--- config.mk ---
export PLATFORM = sky130hd
export DESIGN_NAME = crc15_d83
export DESIGN_NICKNAME = d
export VERILOG_FILES = /design/src/rtl/crc15_d83.sv
export SDC_FILE = /design/constraint.sdc
export NUM_CORES = 1
export LEC_CHECK = 0
export ABC_AREA = 0
export CAP_MARGIN = 10
export CELL_PAD_IN_SITES_DETAIL_PLACEMENT = 0
export CELL_PAD_IN_SITES_GLOBAL_PLACEMENT = 1
export CORE_ASPECT_RATIO = 1.25
export CORE_UTILIZATION = 35
export CTS_CLUSTER_DIAMETER = 30
export CTS_CLUSTER_SIZE = 12
export DETAILED_ROUTE_END_ITERATION = 10
export PLACE_DENSITY_LB_ADDON = 0.1
export REMOVE_ABC_BUFFERS = 1
export SLEW_MARGIN = 0
export SYNTH_ARGS = -nofsm -noshare
export SYNTH_HDL_FRONTEND = slang
export SYNTH_SLANG_ARGS = --single-unit
--- constraint.sdc ---
create_clock -name clk -period 1.1 [get_ports clk]
set_clock_uncertainty 0.1 [all_clocks]
set_input_delay 0.11 -clock clk [delete_from_list [all_inputs] [get_ports clk]]
set_output_delay 0.11 -clock clk [all_outputs]
set_load 0.02 [all_outputs]
--- src/rtl/crc15_d83.sv ---
// CAN 2.0 CRC-15 over an 83-bit frame prefix, computed with a single unrolled XOR network.
// Latency is 1 cycle from i_valid to o_valid, with one frame accepted per cycle; there is no backpressure.
// Defining CRC15_D83_CHECK_EN adds i_crc_rx and o_crc_ok, which compare the result against a received CRC field.
module crc15_d83 #(
  parameter logic [14:0] CRC_POLY = 15'h4599,
  parameter logic [14:0] CRC_INIT = 15'h0000
) (
  input  logic        clk,
  input  logic        rst,
  input  logic        i_valid,
  input  logic [82:0] din,
`ifdef CRC15_D83_CHECK_EN
  input  logic [14:0] i_crc_rx,
  output logic        o_crc_ok,
`endif
  output logic        o_valid,
  output logic [14:0] o_crc
);

  localparam int DW = 83;
  localparam int CW = 15;

  // These functions are only used at elaboration, to build the XOR masks from the serial recurrence.
  function automatic logic [CW-1:0] serial_crc(input logic [DW-1:0] d, input logic [CW-1:0] init);
    logic [CW-1:0] c;
    logic          nxt;
    c = init;
    for (int k = DW - 1; k >= 0; k--) begin
      nxt = d[k] ^ c[CW-1];
      c   = {c[CW-2:0], 1'b0};
      if (nxt) c = c ^ CRC_POLY;
    end
    return c;
  endfunction

  function automatic logic [CW*DW-1:0] gen_masks();
    logic [CW*DW-1:0] m;
    logic [DW-1:0]    e;
    logic [CW-1:0]    c;
    m = '0;
    for (int k = 0; k < DW; k++) begin
      e = '0;
      e[k] = 1'b1;
      c = serial_crc(e, '0);
      for (int j = 0; j < CW; j++) m[j*DW + k] = c[j];
    end
    return m;
  endfunction

  // Bit j of the CRC is the parity of din under mask j, XORed with the preset's contribution.
  localparam logic [CW*DW-1:0] MASKS     = gen_masks();
  localparam logic [CW-1:0]    INIT_TERM = serial_crc('0, CRC_INIT);

  logic [CW-1:0] crc_next;

  always_comb begin
    crc_next = '0;
    for (int j = 0; j < CW; j++) begin
      crc_next[j] = (^(din & MASKS[j*DW +: DW])) ^ INIT_TERM[j];
    end
  end

  always_ff @(posedge clk or posedge rst) begin
    if (rst) begin
      o_valid <= 1'b0;
      o_crc   <= '0;
    end else begin
      o_valid <= i_valid;
      if (i_valid) o_crc <= crc_next;
    end
  end

`ifdef CRC15_D83_CHECK_EN
  always_ff @(posedge clk or posedge rst) begin
    if (rst) begin
      o_crc_ok <= 1'b0;
    end else if (i_valid) begin
      o_crc_ok <= (crc_next == i_crc_rx);
    end
  end
`endif

endmodule

==> flow_summary_export.csv, run 1 <==
group,metric,value,unit
outcome,status,"finished, violations left",
outcome,violations,"negative setup slack",
floorplan,core_area,10300,µm²
sta,finalHoldViolCount,0,
setup_path,start_kind,"input port",
routing,drtIter0Drc,101,
sta,grt_setup_unrepaired,"true",
floorplan,die_w,94.7,µm
sta,max_freq,514,MHz
setup_path,crit_end,"o_crc[7]$_DFFE_PP0P_",
clock_network,clockBufferDepth,2,
routing,num_vias,3317,
synthesis,syn_avg_cell_area,11.7,µm²
setup_path,r2r-start,"o_crc[9]$_DFFE_PP0P_",
synthesis,synth_seq_area_share,10.6,%
sta,fin_crit_sh,177,%
pwr,p_per_area,1740,nW/µm²
setup_path,ff2ff_path_depth,1,
routing,drt_wl_total,14400,µm
global_route,grt_antenna_before_repair,0,
clock_network,cts_root_buf,"clkbuf_16",
sta,finalCriticalPeriod,1.94,ns
setup_path,rrSetupSlack,0.23,ns
synthesis,yosys.area_share.simple,0.898,%
layout,layout_common_cells,"buf_4, xnor2_1, xnor2_2",
setup_path,worstPathMaxFanout,2,
sta,setup_viol,15,
pwr,p_leak,3.78,nW
synthesis,muxShareOfSynthArea,1.83,%
job,maxCapViolCount,0,
synthesis,synthAdderAreaFrac,0,%
setup_path,critPathRequiredTime,1.13,ns
floorplan,die_h,118,µm
clock_network,cts_buffers,3,
synthesis,netlist_instances,321,
synthesis,ys_types,17,
setup_path,worstPathArrival,1.98,ns
layout,fin_cells,732,
synthesis,ys_ff_latch,16,
sta,tightest_slew,0.503,ns
floorplan,io_pins,102,
pwr,peakVddDrop,1.82,mV
routing,antenna_left,0,
routing,routed_via_density,4.53,
clock_network,cts_tree,"built",
worst_hold_path,hold_path.class,"in2async",
global_route,grt_max_degree,17,
floorplan,start_util,36.7,%
setup_path,endpoint_kind,"flip-flop",
floorplan,die-area,11200,µm²
sta,slew_headroom,66.2,%
clock_network,numClockSinks,16,
clock_network,htreeDepth,1,
sta,finalWorstSetupSlack,-0.844,ns
floorplan,rows,41,
layout,final_common_cell,"buf_4",
routing,wl_per_cell,19.7,µm
routing,drc,0,
layout,fin_nets,690,
setup_path,r2r_end,"o_crc[9]$_DFFE_PP0P_",
global_route,grt_util_all_layers,27.0,%
layout,drive_above_1_share,68.2,%
global_route,grt_pass1_vias,3743,
layout,areaGrowthSynthToFinish,101,%
sta,finalSetupTns,-10.89,ns
setup_path,crit_type,"in2reg",
routing,dr.pass1.iters,4,
place,dp_hpwl,11400,µm
global_route,grt_pass1_wl,21400,µm
place,routabilityCongestion,0.906,
layout,antennaDiodeCount,0,
synthesis,synthXorXnorAreaFrac,84.0,%
synthesis,synth_top_family_by_area,"XOR/XNOR gates",
synthesis,yosys_warnings,0,
clock_network,cts.clk_slew.worst_paths,0.05,ns
layout,post-route-util,73.7,%
setup_path,critPathLaunch,"din[44]",
synthesis,synth_compound_area_share,1.20,%
place,placed_cells,693,
global_route,grt_overflow,0,
clock_network,clk_latency,0.25,ns
place,numPortBuffers,101,
synthesis,syn-cell-area,3760,µm²
sta,final_max_slew_viol_count,0,
critical path, cell delays in order:
cell and delay, ns:
buf_6 0.09, xnor3_2 0.40, xnor3_1 0.43, xnor2_2 0.18, buf_4 0.14, xnor3_1 0.21, xor2_1 0.15, mux2_4 0.25
worst min-delay path by stage:
stage | from | endpoint | slack (ns) | depth (start not counted)
floorplan | rst | o_crc[0]$_DFFE_PP0P_ | -0.08 | 1
global placement | rst | o_valid$_DFF_PP0_ | 0.33 | 3
detailed placement | rst | o_valid$_DFF_PP0_ | 0.35 | 3
CTS | rst | o_valid$_DFF_PP0_ | 0.08 | 3
global route | rst | o_crc[1]$_DFFE_PP0P_ | 0.11 | 3
finish | rst | o_crc[1]$_DFFE_PP0P_ | 0.07 | 3
routing by layer:
metal	vias up	share of wire [%]	global-route usage, %
met5	-	0	0
met1	1581	40	33.9
met4	0	5.4	12.8
met3	33	4.8	1.87
li1	1587	-	-
met2	116	50	46.2
registers in the layout (all words and copies together), names as in the netlist:
signal   cells
o_crc       15
o_valid      1
timing repair:
action                                  CTS  global route
pin swaps                               153            57
setup buffers                            33             8
gates cloned                              0             0
hold buffers                              0             0
endpoints found under the setup margin   31            22
gates resized for setup                 533            66
Yosys cell counts:
cell / instances / share of area (%)
dfrtp_1: 16 / 11
inv_1: 3 / 0.30
xnor2_2: 1 / 0.43
mux2_4: 1 / 0.40
xor2_1: 31 / 7.2
xor2_2: 1 / 0.43
mux2_2: 3 / 0.90
xnor2_1: 176 / 41
mux2i_1: 2 / 0.53
xnor3_4: 1 / 0.70
nor2_1: 9 / 0.90
a21oi_1: 9 / 1.2
xnor3_2: 2 / 1.3
xnor3_1: 52 / 31
buf_1: 1 / 0.10
xor3_1: 3 / 1.9
clkbuf_1: 10 / 1.0
cell type report:
cell class	count	area [µm²]
timing repair buffer	289	2440
multi-input combinational	291	4460
fill	701	2700
tap	129	161
clock buffer	4	88.8
sequential	16	400
inverter	3	11.3
report_power, final:
part	switching, W	internal (W)	leakage [nW]
Clock	0.000232	0.000553	0.0442
Sequential	0.000152	0.000915	0.182
Combinational	0.00461	0.00673	3.55
Total	0.00499	0.00820	3.78
kinds of logic after synthesis:
| group | after synthesis |
|---|---|
| compound gates | 9 |
| xor+xnor | 267 |
| buf+inv | 14 |
| flops | 16 |
| mux | 6 |
| simple gates | 9 |
stage by stage:
| stage | hold WS, ns | total power, W | setup slack, ns | instance area [µm²] |
|---|---|---|---|---|
| 4_1_cts | 0.0813 | 0.0129 | -0.958 | 7370 |
| 3_3_place_gp | 0.329 | 0.0102 | -1.67 | 6050 |
| 3_5_place_dp | 0.347 | 0.0103 | -1.67 | 6050 |
| 6_report | 0.0723 | 0.0132 | -0.844 | 7560 |
| 2_1_floorplan | -0.0763 | 0.00695 | -1.02 | 3720 |
| 5_1_grt | 0.109 | 0.0139 | -0.921 | 7560 |
Note: power is estimated with default switching activity, not from simulation.
==> run 2, diff against run 1 <==
--- a/config.mk
+++ b/config.mk
@@ -15,7 +15,6 @@
 export CTS_CLUSTER_SIZE = 12
 export DETAILED_ROUTE_END_ITERATION = 10
 export PLACE_DENSITY_LB_ADDON = 0.1
-export REMOVE_ABC_BUFFERS = 1
 export SLEW_MARGIN = 0
 export SYNTH_ARGS = -nofsm -noshare
 export SYNTH_HDL_FRONTEND = slang
==> flow_summary_export.csv, run 2 (synthesis results as in run 1) <==
group,metric,value,unit
outcome,status,"finished, violations left",
outcome,violations,"negative setup slack",
setup_path,start_kind,"input port",
sta,finalWorstSetupSlack,-0.835,ns
routing,antenna_left,0,
clock_network,clockBufferDepth,2,
clock_network,numClockSinks,16,
setup_path,rrSetupSlack,0.23,ns
routing,drt_wl_total,15200,µm
pwr,p_leak,3.82,nW
sta,tightest_slew,0.373,ns
setup_path,cpPeakStageDelay,0.47,ns
clock_network,htreeDepth,1,
global_route,grt_antenna_before_repair,0,
routing,dr.pass1.iters,4,
setup_path,cpMostUsedCell,"xnor2_4",
layout,fin_cells,718,
setup_path,worstPathMaxFanout,2,
global_route,grt_pass1_vias,3531,
worst_hold_path,hold_path.class,"in2async",
sta,grt_setup_unrepaired,"true",
pwr,peakVddDrop,1.88,mV
layout,reg_top3,"o_crc: 15 flops, o_valid: 1 flops",
floorplan,io_pins,102,
clock_network,cts_buffers,3,
clock_network,cts_tree,"built",
routing,drc,0,
setup_path,r2r_end,"o_crc[9]$_DFFE_PP0P_",
setup_path,ff2ff_path_depth,1,
layout,largest_register_ffs,15,
sta,max_freq,517,MHz
clock_network,clk_latency,0.24,ns
setup_path,crit_chain,"buf_8 > xnor3_2 > xnor2_4 > buf_6 > xnor2_4 > xnor2_2 > xnor3_1 > mux2_4",
routing,routed_via_density,4.61,
layout,top_register,"o_crc",
routing,num_vias,3313,
layout,fin_nets,677,
setup_path,endpoint_kind,"flip-flop",
sta,final_max_slew_viol_count,0,
clock_network,cts_root_buf,"clkbuf_16",
sta,finalHoldViolCount,0,
routing,drtIter0Drc,133,
global_route,grt_max_degree,17,
global_route,grt_overflow,0,
layout,antennaDiodeCount,0,
place,routabilityCongestion,0.889,
setup_path,crit_type,"in2reg",
pwr,p_per_area,1760,nW/µm²
sta,fin_crit_sh,176,%
synthesis,syn_nets,407,
layout,layout_common_cells,"buf_4, xnor2_2, xnor2_1",
sta,slew_headroom,75.0,%
floorplan,die_h,118,µm
global_route,grt_pass1_wl,21000,µm
routing,wl_per_cell,21.2,µm
sta,finalCriticalPeriod,1.93,ns
floorplan,die-area,11200,µm²
place,placed_cells,676,
floorplan,start_util,36.7,%
layout,final_common_cell,"buf_4",
sta,setup_viol,15,
place,dp_hpwl,11700,µm
setup_path,r2r-start,"o_crc[9]$_DFFE_PP0P_",
floorplan,rows,41,
place,numPortBuffers,101,
setup_path,critPathRequiredTime,1.13,ns
layout,areaGrowthSynthToFinish,104,%
floorplan,core_area,10300,µm²
layout,drive_above_1_share,71.0,%
layout,post-route-util,74.7,%
clock_network,cts.clk_slew.worst_paths,0.05,ns
floorplan,die_w,94.7,µm
job,maxCapViolCount,0,
global_route,grt_util_all_layers,26.6,%
setup_path,worstPathArrival,1.96,ns
setup_path,slowest_stage,"xnor3_2",
-- run 2: what timing repair did --
| action | CTS | global route |
|---|---|---|
| setup endpoints to repair | 31 | 23 |
| pin swaps | 104 | 119 |
| gates resized for setup | 422 | 183 |
| setup buffers | 30 | 16 |
| hold buffers | 0 | 0 |
-- run 2: stage by stage --
stage	TNS [ns]	hold WS, ns	setup slack (ns)	power (W)	cell area (µm²)
2_1_floorplan	-8.92	-0.0763	-0.775	0.00710	3970
4_1_cts	-12.38	0.0777	-1.01	0.0123	7070
5_1_grt	-11.86	0.102	-0.914	0.0141	7660
6_report	-11.02	0.0733	-0.835	0.0135	7660
3_5_place_dp	-23.26	0.342	-1.65	0.0101	6110
3_3_place_gp	-23.33	0.330	-1.62	0.0101	6110
-- run 2: cell type report --
cell class / instances / area (µm²)
Timing Repair Buffer: 276 / 2350
Sequential cell: 16 / 400
Inverter: 3 / 11.3
Multi-Input combinational cell: 291 / 4660
Fill cell: 662 / 2590
Clock buffer: 3 / 75.1
Tap cell: 129 / 161
-- run 2: worst max-delay path: cells and delay by family --
kind	cells	cell delay (ns)
buffers and inverters	2	0.21
XOR/XNOR	5	1.38
multiplexers	1	0.26
-- run 2: power breakdown --
part	switching [W]	total [W]	internal, W
clock	0.000213	0.000690	0.000476
sequential	0.000159	0.00107	0.000915
combinational	0.00480	0.0117	0.00689
-- run 2: per-layer routing --
| metal | up-vias | wire [µm] | track usage (%) |
|---|---|---|---|
| li1 | 1556 | - | - |
| met1 | 1598 | 5860 | 33.3 |
| met2 | 124 | 8060 | 47.1 |
| met3 | 35 | 570 | 2.00 |
| met4 | 0 | 720 | 8.81 |
| met5 | - | 0 | 0 |
-- run 2: worst max-delay path by stage --
stage | startpoint | slack (ns) | depth (start not counted) | endpoint
3_3_place_gp | din[49] | -1.62 | 7 | o_crc[5]$_DFFE_PP0P_
4_1_cts | din[13] | -1.01 | 8 | o_crc[7]$_DFFE_PP0P_
6_report | din[40] | -0.83 | 8 | o_crc[5]$_DFFE_PP0P_
3_5_place_dp | din[49] | -1.65 | 7 | o_crc[5]$_DFFE_PP0P_
2_1_floorplan | din[62] | -0.78 | 6 | o_crc[11]$_DFFE_PP0P_
5_1_grt | din[58] | -0.91 | 9 | o_crc[6]$_DFFE_PP0P_
==> run 3, diff against run 2 <==
--- a/config.mk
+++ b/config.mk
@@ -15,6 +15,7 @@
 export CTS_CLUSTER_SIZE = 12
 export DETAILED_ROUTE_END_ITERATION = 10
 export PLACE_DENSITY_LB_ADDON = 0.1
+export REMOVE_ABC_BUFFERS = 1
 export SLEW_MARGIN = 0
 export SYNTH_ARGS = -nofsm -noshare
 export SYNTH_HDL_FRONTEND = slang
==> results of run 3 <==
Final layout, timing and power as in run 1 (identical DEF).
==> variant: new RTL, config.mk and constraints of run 1 <==
Add an input register stage for `din`, without a reset; this delays it by one clock. The other inputs are not delayed to match.
--- a/src/rtl/crc15_d83.sv
+++ b/src/rtl/crc15_d83.sv
@@ -21,2 +21,8 @@
   localparam int CW = 15;
+
+  logic [82:0] din_q;
+
+  always_ff @(posedge clk) begin
+    din_q <= din;
+  end
 
@@ -58,3 +64,3 @@
     for (int j = 0; j < CW; j++) begin
-      crc_next[j] = (^(din & MASKS[j*DW +: DW])) ^ INIT_TERM[j];
+      crc_next[j] = (^(din_q & MASKS[j*DW +: DW])) ^ INIT_TERM[j];
     end
Behaviour: not the same (Yosys sat finds a counterexample within 4 cycles, from zero or initial values and one cycle with rst high).
==> variant against run 1 <==
Total power is 42% higher; critical path type is now flop to flop; hold slack better by 16 ps; clock power rose to 3.8 times the old value; largest power group unchanged; sequential cell count up 83; sequential share of layout area grew 17 points; routed wire length is 19% higher; the run still ends with negative setup slack left; design area is 26% higher; via count is 12% higher; area after synthesis grew 43%; worst setup slack got worse by 320 ps.
==> variant: results (changes against run 1) <==
status:
  status: "complete, but fails checks"
  violations: "negative setup slack"
clock_network:
  path_clk_slew_ps: 70  # +20 ps
  cts_buffers: 9  # +6
  htreeDepth: 3  # +2
  clock_latency_ps: 350  # +100 ps
global_routing:
  grt_pass1_wl_um: 25300  # +18%
  grt_use_total_pct: 22.9  # -4.1 points
  grt_pass1_vias: 4098  # +9.5%
drt:
  drt_iter0_markers: 129  # +28%
  vias: 3716  # +12%
yosys:
  ys_seq_area_share_pct: 38.2  # +28 points
  synthTopCellsByArea: "dfxtp_1, xnor2_1, xnor3_1"
  ys_async_sr_fraction_pct: 16.2  # -84 points
  ys_types: 20  # +3
  yosys_most_used_dff: "dfxtp_1"
  synth_commonest_cells: "xnor2_1, dfxtp_1, xnor3_1"
critical_path:
  critical-path-max-stage-delay_ps: 450  # +20 ps
finish:
  fillers: 1214  # +73%
  fin_nets: 772  # +12%
pwr:
  power_frac_seq_pct: 24.2  # +16 points
  p_leak_nw: 4.31  # +14%
  swShare_pct: 33.0  # -4.9 points
sta:
  setup_violations: 17  # +2
  layout_setup_ws_ps: -1160  # -318 ps
  fin_setup_tns_ps: -15960  # -5070 ps
placed_design:
  gp_congestion: 0.897  # -1.0%
min_path:
  hold_path.class: "input port to flop"
variant: cells by family after synthesis:
| logic type | synth area share [%] |
|---|---|
| AOI/OAI and AO/OA | 0.835 |
| xor gates and xnor gates | 57.8 |
| buffers and inverters | 1.23 |
| DFF | 38.2 |
| muxes | 1.25 |
| and+or+nand+nor | 0.626 |
variant: per-layer routing:
| layer | up-vias | track usage, % | part of all wire, % |
|---|---|---|---|
| met2 | 78 | 40.5 | 52 |
| met4 | 0 | 8.17 | 2.2 |
| met5 | - | 0 | 0 |
| li1 | 1841 | - | - |
| met3 | 18 | 3.74 | 3.1 |
| met1 | 1779 | 28.2 | 42 |
variant: critical path, delay by kind of cell (launching register included):
kind / cells / cell delay (ps)
flip-flops: 1 / 360
XOR/XNOR: 5 / 1600
AO/OA/AOI/OAI: 1 / 130
variant: cell type report:
class	instances	area (um2)	area share [%]
Timing Repair Buffer	279	2490	26.3
Clock buffer	11	243	2.56
Sequential cell	99	2160	22.7
Clock inverter	4	26.3	0.277
Inverter	1	3.75	0.0396
Multi-Input combinational cell	296	4340	45.7
Tap cell	182	228	2.40
variant: repair_timing:
| item | in CTS | in global routing |
|---|---|---|
| hold buffers | 1 | 0 |
| pin swaps | 66 | 37 |
| setup endpoints to repair | 31 | 31 |
| gates resized for setup | 263 | 64 |
| setup buffers | 8 | 7 |
| hold endpoints to repair | 16 | 0 |
variant: per-stage QoR:
step,area (um2),worst slack (ps),power [W],hold slack [ps],std cells
after global placement,7890,-1250,0.0139,344,848
after global routing,9490,-1260,0.0197,79.9,872
after CTS,9100,-1120,0.0182,79.0,867
after detailed placement,7890,-1270,0.0139,345,848
after floorplan,5330,-1200,0.0103,-76.3,396
final,9490,-1160,0.0188,88.8,872
